===== config.mk =====
export PLATFORM = sky130hd
export DESIGN_NAME = cp0_vec
export DESIGN_NICKNAME = d
export VERILOG_FILES = /design/src/rtl/cp0_pkg.sv /design/src/rtl/cp0_prio_enc.sv /design/src/rtl/cp0_vec.sv
export SDC_FILE = /design/constraint.sdc
export NUM_CORES = 1
export LEC_CHECK = 0
export ABC_CLOCK_PERIOD_IN_PS = 2300
export BUFFER_PORTS_ARGS = -buffer_cell sky130_fd_sc_hd__buf_2
export CAP_MARGIN = 20
export CORE_MARGIN = 8
export CORE_UTILIZATION = 40
export CTS_CLUSTER_DIAMETER = 200
export DETAILED_ROUTE_END_ITERATION = 10
export PLACE_DENSITY = 0.82
export SYNTH_ARGS = -nofsm -noshare
export SYNTH_HDL_FRONTEND = slang
export SYNTH_HIERARCHICAL = 1
export SYNTH_SLANG_ARGS = --single-unit

===== constraint.sdc =====
create_clock -name clk -period 2.3 [get_ports clk]
set_input_delay 0.46 -clock clk [delete_from_list [all_inputs] [get_ports clk]]
set_output_delay 0.46 -clock clk [all_outputs]
set_load 0.01 [all_outputs]

===== src/rtl/cp0_pkg.sv =====
// Shared CP0 constants: register indices, opcode/funct encodings and field positions.
// Also provides the one-hot to index helper used by the priority encoder.
package cp0_pkg;

    typedef enum logic [4:0] {
        REG_EPC     = 5'd0,
        REG_STATUS  = 5'd1,
        REG_MASK    = 5'd2,
        REG_CAUSE   = 5'd3,
        REG_PENDING = 5'd4
    } cp0_reg_e;

    localparam logic [5:0] OP_COP0    = 6'b010000;
    localparam logic [5:0] FUNCT_ERET = 6'b011000;

    localparam int STATUS_IE      = 0;
    localparam int STATUS_EXL     = 1;
    localparam int CAUSE_IDX_LSB  = 2;
    localparam int CAUSE_PEND_LSB = 8;

    function automatic logic [2:0] oh_index(input logic [7:0] oh);
        logic [2:0] idx;
        idx = 3'd0;
        for (int i = 0; i < 8; i++) begin
            idx = idx | (oh[i] ? 3'(i) : 3'd0);
        end
        return idx;
    endfunction

endpackage


===== src/rtl/cp0_prio_enc.sv =====
// Fixed-priority encoder: lowest-numbered asserted request wins.
module cp0_prio_enc
    import cp0_pkg::*;
#(
    parameter int NSRC = 3
) (
    input  logic [NSRC-1:0] i_req,
    output logic [2:0]      o_idx,
    output logic            o_valid,
    output logic [NSRC-1:0] o_onehot
);

    // Two's-complement trick isolates the lowest set bit.
    assign o_onehot = i_req & (~i_req + NSRC'(1));
    assign o_idx    = oh_index(8'(o_onehot));
    assign o_valid  = |i_req;

endmodule


===== src/rtl/cp0_vec.sv =====
// CP0 exception vectoring: EPC/STATUS/MASK/CAUSE/PENDING registers, MFC0/MTC0 access,
// fixed-priority exception acceptance and ERET return.
module cp0_vec
    import cp0_pkg::*;
#(
    parameter int          NSRC       = 3,
    parameter logic [31:0] EXC_VECTOR = 32'h00000180
) (
    input  logic            clk,
    input  logic            reset,
    input  logic [31:0]     inst,
    input  logic [31:0]     pc_in,
    input  logic [31:0]     d_in,
    input  logic            enable,
    input  logic [NSRC-1:0] exp_req,
    output logic            exregwrite,
    output logic            iseret,
    output logic            hasexp,
    output logic            expblock,
    output logic [31:0]     pc_out,
    output logic [31:0]     d_out
);

    logic [31:0]     r_epc;
    logic            r_ie;
    logic            r_exl;
    logic [NSRC-1:0] r_mask;
    logic [2:0]      r_cause_idx;
    logic [NSRC-1:0] r_pending;

    cp0_reg_e        w_sel;
    logic            w_cop0;
    logic [NSRC-1:0] w_active;
    logic [NSRC-1:0] w_win_oh;
    logic [NSRC-1:0] w_taken;
    logic [2:0]      w_win_idx;
    logic            w_win_valid;
    logic            w_wr_epc;
    logic            w_wr_status;
    logic            w_wr_mask;
    logic            w_wr_cause;
    logic [31:0]     w_status;
    logic [31:0]     w_cause;
    logic            w_unused_inst;

    assign w_sel         = cp0_reg_e'(inst[15:11]);
    assign w_cop0        = (inst[31:26] == OP_COP0);
    assign exregwrite    = w_cop0 & ~inst[25] & ~inst[23];
    assign iseret        = w_cop0 & inst[25] & (inst[5:0] == FUNCT_ERET);
    assign w_unused_inst = ^{inst[24], inst[22:16], inst[10:6]};

    assign w_active = r_pending & r_mask;

    cp0_prio_enc #(.NSRC(NSRC)) u_prio (
        .i_req    (w_active),
        .o_idx    (w_win_idx),
        .o_valid  (w_win_valid),
        .o_onehot (w_win_oh)
    );

    assign hasexp   = r_ie & ~r_exl & w_win_valid;
    assign expblock = r_exl | ~r_ie;
    assign w_taken  = hasexp ? w_win_oh : '0;

    // An accepted exception owns EPC, CAUSE and EXL this cycle; the IE write still lands.
    assign w_wr_epc    = enable & (w_sel == REG_EPC) & ~hasexp;
    assign w_wr_status = enable & (w_sel == REG_STATUS);
    assign w_wr_mask   = enable & (w_sel == REG_MASK);
    assign w_wr_cause  = enable & (w_sel == REG_CAUSE) & ~hasexp;

    always_comb begin
        w_status             = 32'd0;
        w_status[STATUS_IE]  = r_ie;
        w_status[STATUS_EXL] = r_exl;
        w_cause                           = 32'd0;
        w_cause[CAUSE_IDX_LSB +: 3]       = r_cause_idx;
        w_cause[CAUSE_PEND_LSB +: NSRC]   = r_pending;
    end

    always_comb begin
        case (w_sel)
            REG_EPC:     d_out = r_epc;
            REG_STATUS:  d_out = w_status;
            REG_MASK:    d_out = 32'(r_mask);
            REG_CAUSE:   d_out = w_cause;
            REG_PENDING: d_out = 32'(r_pending);
            default:     d_out = 32'd0;
        endcase
    end

    always_comb begin
        if (hasexp) begin
            pc_out = EXC_VECTOR;
        end else if (iseret) begin
            pc_out = r_epc;
        end else begin
            pc_out = pc_in;
        end
    end

    always_ff @(posedge clk or posedge reset) begin
        if (reset) begin
            r_epc <= 32'd0;
        end else if (hasexp) begin
            r_epc <= pc_in;
        end else if (w_wr_epc) begin
            r_epc <= d_in;
        end
    end

    always_ff @(posedge clk or posedge reset) begin
        if (reset) begin
            r_ie <= 1'b1;
        end else if (w_wr_status) begin
            r_ie <= d_in[STATUS_IE];
        end
    end

    // ERET clearing EXL takes precedence over a concurrent MTC0 to STATUS.
    always_ff @(posedge clk or posedge reset) begin
        if (reset) begin
            r_exl <= 1'b0;
        end else if (hasexp) begin
            r_exl <= 1'b1;
        end else if (iseret) begin
            r_exl <= 1'b0;
        end else if (w_wr_status) begin
            r_exl <= d_in[STATUS_EXL];
        end
    end

    always_ff @(posedge clk or posedge reset) begin
        if (reset) begin
            r_mask <= '1;
        end else if (w_wr_mask) begin
            r_mask <= d_in[NSRC-1:0];
        end
    end

    always_ff @(posedge clk or posedge reset) begin
        if (reset) begin
            r_cause_idx <= 3'd0;
        end else if (hasexp) begin
            r_cause_idx <= w_win_idx;
        end else if (w_wr_cause) begin
            r_cause_idx <= d_in[CAUSE_IDX_LSB +: 3];
        end
    end

    // A request still asserted on the acceptance edge re-pends immediately.
    always_ff @(posedge clk or posedge reset) begin
        if (reset) begin
            r_pending <= '0;
        end else begin
            r_pending <= (r_pending & ~w_taken) | exp_req;
        end
    end

endmodule

==> impl_metrics.toml, run 1 <==
[sta]
clock_skew_ps = 8.362
fin_setup_tns_ps = -7880
fmax_mhz = 383.4
rsz0062_at_grt = "yes"
slew_viol_final = 0
post-route-min-period_ps = 2608
hold_viol_final = 0
fin_crit_sh = 1.134
slew-limit-headroom = 0.6623
whs_ps = 192.6
worst_pin_slew_ps = 505.4
setup_violations = 33
setup_slack_ps = -308.2

[setup_path]
endpoint_kind = "output port"
cp_max_fo = 8
startpoint_type = "flip-flop"
worstPathArrival_ps = 2150
r2r_slack_ps = 80
worst-path-buf-inv = 4
crit_required_ps = 1840
critPathMaxStageDelay_ps = 400
slowest_stage = "dfrtp_1"
cpLargestDelayFamily = "simple AND/OR/NAND/NOR gates"
crit_chain = "and2_4 > or3_4 > nand3b_1 > buf_12 > buf_8 > buf_6 > nand2_2 > o21ai_1 > buf_2"
worstSetupPathType = "reg2out"

[floorplan]
core_sq_um = 7137
chipWidth_um = 101.1
io_pins = 170
dieArea_sq_um = 10210
initial_utilization = 0.4055
die_h_um = 101.1
row_count = 31

[logic_synthesis]
synthArstFlopShare = 1.000
synth.most_common_cell = "nand2_1"
synthFlopType = "dfrtp_1"
synth-edff-count = 0
syn_inst = 364
syn_area_per_cell_sq_um = 7.951
synth_nets = 466
ys.warnings.count = 6
synth.distinct_cells = 37
netlist_top_cells_count = "nand2_1 (70), o21ai_0 (58), dfrtp_1 (39)"
ys_ff_latch = 43
synth_area_leader_cell = "dfrtp_1"
syn_area_sq_um = 2894
synthTopCellsByArea = "dfrtp_1 (34%), mux2i_1 (12%), o21ai_0 (10%), nand2_1 (9.1%), and3_1 (5.6%)"
yosys.area.top_type_share = 0.3372
seq_area_frac_synth = 0.3735

[power_and_ir_drop]
totalPowerFinal_w = 0.003062
ir_drop_v = 0.0003801
p_leak_nw = 2.592
power_density_nw_per_um2 = 687.4

[placed_design]
place_ws_ps = -8.908
dpl_cell_area_sq_um = 3909
gp_congestion = 0.8832
io_buffers = 156
dp_hpwl_um = 7731

[cells_and_area]
num_antenna_cells = 0
drive_above_1_share = 0.4594
final_area_sq_um = 4454
nFillCells = 643
nets = 643
syn_to_final_growth_pct = 53.91

[grt]
antenna_found_initial = 0
first_global_vias = 3553
grt_max_degree = 44
grt_use_total = 0.1949
grt_overflow = 0
grt_pass1_wl_um = 16290

[clock_tree]
htreeDepth = 2
hold_buffers = 0
cts.sink_count = 43
cts_tree = "built"
root_buffer = "clkbuf_8"
clk_latency_ps = 290
cts.path.max_buffers = 2
numCtsBuffers = 5
path_clk_slew_ps = 80

[route]
drtAntennaViolNets = 0
firstDrtPassIters = 4
drc = 0
vias = 3399
vias_per_cell = 5.303
wl_um = 10810
initialDrtViolationCount = 132
wl_per_cell_um = 16.87

[min_path]
min_path_type = "in2async"

[status]
violations = "negative setup slack"
status = "finished, violations left"

[job]
maxCapViolCount = 0
==> worst paths after layout <==
check                             startpoint      endpoint  cells after the start
max in group asynchronous              reset     r_mask[2]                      3
worst min-delay path                   reset     r_epc[27]                      3
min in group clk                  exp_req[0]  r_pending[0]                      2
worst max-delay path            r_pending[2]     pc_out[1]                      9
worst min register to register     r_epc[22]     r_epc[22]                      2
worst max register to register  r_pending[2]     r_epc[11]                      9
==> power by group <==
part           switching (W)  internal (W)
clock               0.000252      0.000351
sequential          0.000265       0.00108
combinational       0.000566      0.000552
==> per-layer routing <==
layer  GRT usage  wire [um]  vias up
li1            -          -     1630
met1      0.2069       4067     1623
met2      0.3563       5658      130
met3     0.06146        913       16
met4     0.05842        172        0
met5           0          0        -
==> worst min-delay path, stage by stage <==
cell and delay, ps:
buf_2 100, inv_2 60, buf_12 230
==> final cells by class <==
type	instances	area, sq um	area share
inverters	3	11.26	0.002528
well taps	99	123.9	0.02781
repair buffers	204	1345	0.3020
clock inverters	2	35.03	0.007865
multi-input cells	284	1775	0.3986
clock buffers	6	82.58	0.01854
flip-flops and latches	43	1081	0.2427
==> registers in the layout, indices dropped and copies added, names as in the netlist <==
register and count:
r_cause_idx 3, r_exl 1, r_ie 1, r_mask 3, r_epc 32, r_pending 3
==> layout by cell type (no fill, tap or decap), drive strengths merged <==
| master | n |
|---|---|
| a21o | 3 |
| a21oi | 9 |
| a222oi | 1 |
| a22o | 5 |
| a22oi | 4 |
| and2 | 3 |
| and3 | 26 |
| and4b | 1 |
| buf | 202 |
| bufinv | 1 |
| clkbuf | 8 |
| clkinv | 1 |
| conb | 1 |
| dfrtp | 39 |
| dfstp | 4 |
| inv | 3 |
| mux2 | 4 |
| mux2i | 36 |
| nand2 | 70 |
| nand2b | 1 |
| nand3 | 30 |
| nand3b | 1 |
| nand4 | 1 |
| nor2 | 12 |
| nor2b | 2 |
| nor3 | 7 |
| nor3b | 3 |
| nor4 | 1 |
| o21ai | 60 |
| or3 | 2 |
| or4b | 1 |
==> timing repair <==
| item | in CTS | in global routing |
|---|---|---|
| setup buffers | 12 | 11 |
| setup endpoints to repair | 33 | 46 |
| gates resized for setup | 40 | 32 |
| hold endpoints to repair | 0 | 0 |
| pin swaps | 9 | 7 |
| gates cloned | 2 | 2 |
==> stage by stage <==
stage | utilization | cells
final | 0.6241 | 641
after floorplan | - | 364
after global placement | 0.5477 | 608
after global routing | 0.6241 | 641
after CTS | 0.5966 | 630
after detailed placement | 0.5477 | 608
==> logic make-up after synthesis <==
family	share of synthesized area
buffers and inverters	0.05577
AOI/OAI and AO/OA	0.1574
other	0.001296
and+or+nand+nor	0.2719
muxes	0.1401
DFF	0.3735
Note: power is estimated with default switching activity, not from simulation.
==> run 2: changes to the inputs <==
TNS_END_PERCENT = 1   (was unset)
==> run 2 against run 1 <==
Net effect:
- the flow still finishes with violations (negative setup slack)
- critical path depth unchanged
- utilization fell by 1.8 points
- final cell count is 1.6% lower
==> impl_metrics.toml, run 2 (synthesized netlist as in run 1, its figures left out) <==
[grt]
grt_use_total = 0.1938
first_global_vias = 3514
grt_pass1_wl_um = 16180
grt_overflow = 0
antenna_found_initial = 0
grt_max_degree = 44

[cells_and_area]
largest_reg_flops = 32
nets = 633
syn_to_final_growth_pct = 49.59
fin_cells = 631
drive_above_1_share = 0.4380
final_util = 0.6066
final_common_cell = "buf_2"
num_antenna_cells = 0
top_register = "r_epc"
layout_common_cells = "buf_2 (156), nand2_1 (67), dfrtp_1 (39)"

[sta]
setup_violations = 33
whs_ps = 191.2
setup_slack_ps = -294.6
fmax_mhz = 385.4
fin_setup_tns_ps = -7200
hold_viol_final = 0
slew_viol_final = 0
slew-limit-headroom = 0.6619
worst_pin_slew_ps = 506.0
fin_crit_sh = 1.128
rsz0062_at_grt = "yes"
post-route-min-period_ps = 2595
clock_skew_ps = 8.248

[route]
vias = 3325
wl_met3_um = 832
initialDrtViolationCount = 128
wl_um = 10450
top_layer_used = "met4"
firstDrtPassIters = 5
wl_met2_um = 5424
vias_per_cell = 5.269
wl_per_cell_um = 16.57
drtAntennaViolNets = 0
drt-met1-wl_um = 3997
drc = 0

[setup_path]
crit_chain = "and2_4 > or3_4 > nand3b_1 > buf_12 > buf_8 > buf_4 > nand3_1 > o21ai_1 > buf_2"
worstPathArrival_ps = 2130
r2r_start = "r_pending[2]"
setup.worst_path.start = "r_pending[2]"
endpoint_kind = "output port"
worstSetupPathType = "reg2out"
cp_max_fo = 8
crit_required_ps = 1840
critPathMaxStageDelay_ps = 400
startpoint_type = "flip-flop"
slowest_stage = "dfrtp_1"

[status]
violations = "negative setup slack"
status = "finished, violations left"

[clock_tree]
root_buffer = "clkbuf_8"
cts_tree = "built"
cts.path.max_buffers = 2
cts.sink_count = 43
hold_buffers = 0
numCtsBuffers = 5
htreeDepth = 2
clk_latency_ps = 290
path_clk_slew_ps = 80

[min_path]
min_path_type = "in2async"

[placed_design]
gp_congestion = 0.8832
place_ws_ps = -8.908
placed_cells = 608
dp_hpwl_um = 7731
io_buffers = 156

[floorplan]
die_h_um = 101.1
core_sq_um = 7137
dieArea_sq_um = 10210
initial_utilization = 0.4055
chipWidth_um = 101.1
io_pins = 170
row_count = 31

[power_and_ir_drop]
p_leak_nw = 2.536
power_density_nw_per_um2 = 687.9
ir_drop_v = 0.0003707

[job]
maxCapViolCount = 0
-- run 2: path summary, 6_finish.rpt --
check,end,slack [ps],depth (start not counted)
worst min register to register,r_epc[22],500,2
worst min-delay path,r_epc[25],190,3
worst max-delay path,pc_out[1],-290,9
min in group clk,r_pending[0],370,2
max in group asynchronous,r_mask[2],1840,3
worst max register to register,r_epc[11],70,9
-- run 2: metrics by stage --
| step | area (sq um) | total power, W |
|---|---|---|
| finish | 4329 | 0.002978 |
| global route | 4329 | 0.003202 |
| CTS | 4219 | 0.002932 |
| detailed placement | 3909 | 0.002240 |
| global placement | 3909 | 0.002164 |
| floorplan | 2895 | 0.001836 |
-- run 2: area by class of cell --
type / count / area, sq um
timing repair buffer: 194 / 1252
fill: 656 / 2808
clock buffer: 6 / 82.58
sequential: 43 / 1081
clock inverter: 2 / 35.03
inverter: 3 / 11.26
tap: 99 / 123.9
multi-input combinational: 284 / 1743
-- run 2: power breakdown --
part           internal (W)  leakage, nW  switching [W]
registers           0.00108        0.513       0.000241
clock network      0.000351       0.0612       0.000250
logic              0.000511         1.96       0.000548
-- run 2: per-layer routing --
metal | GRT usage | vias to the layer above
met5 | 0 | -
met4 | 0.06186 | 0
met3 | 0.06077 | 20
met2 | 0.3532 | 119
met1 | 0.2056 | 1574
li1 | - | 1612
-- run 2: critical path: cells and delay by family (launching register included) --
kind / cells / cell delay, ps
and+or+nand+nor: 4 / 750
buffers and inverters: 4 / 600
DFF: 1 / 400
AOI/OAI and AO/OA: 1 / 90
-- run 2: timing repair --
| item | in CTS | in global routing |
|---|---|---|
| setup endpoints to repair | 33 | 48 |
| pin swaps | 8 | 9 |
| setup buffers | 9 | 3 |
| cloned | 2 | 1 |
| gates resized for setup | 33 | 28 |
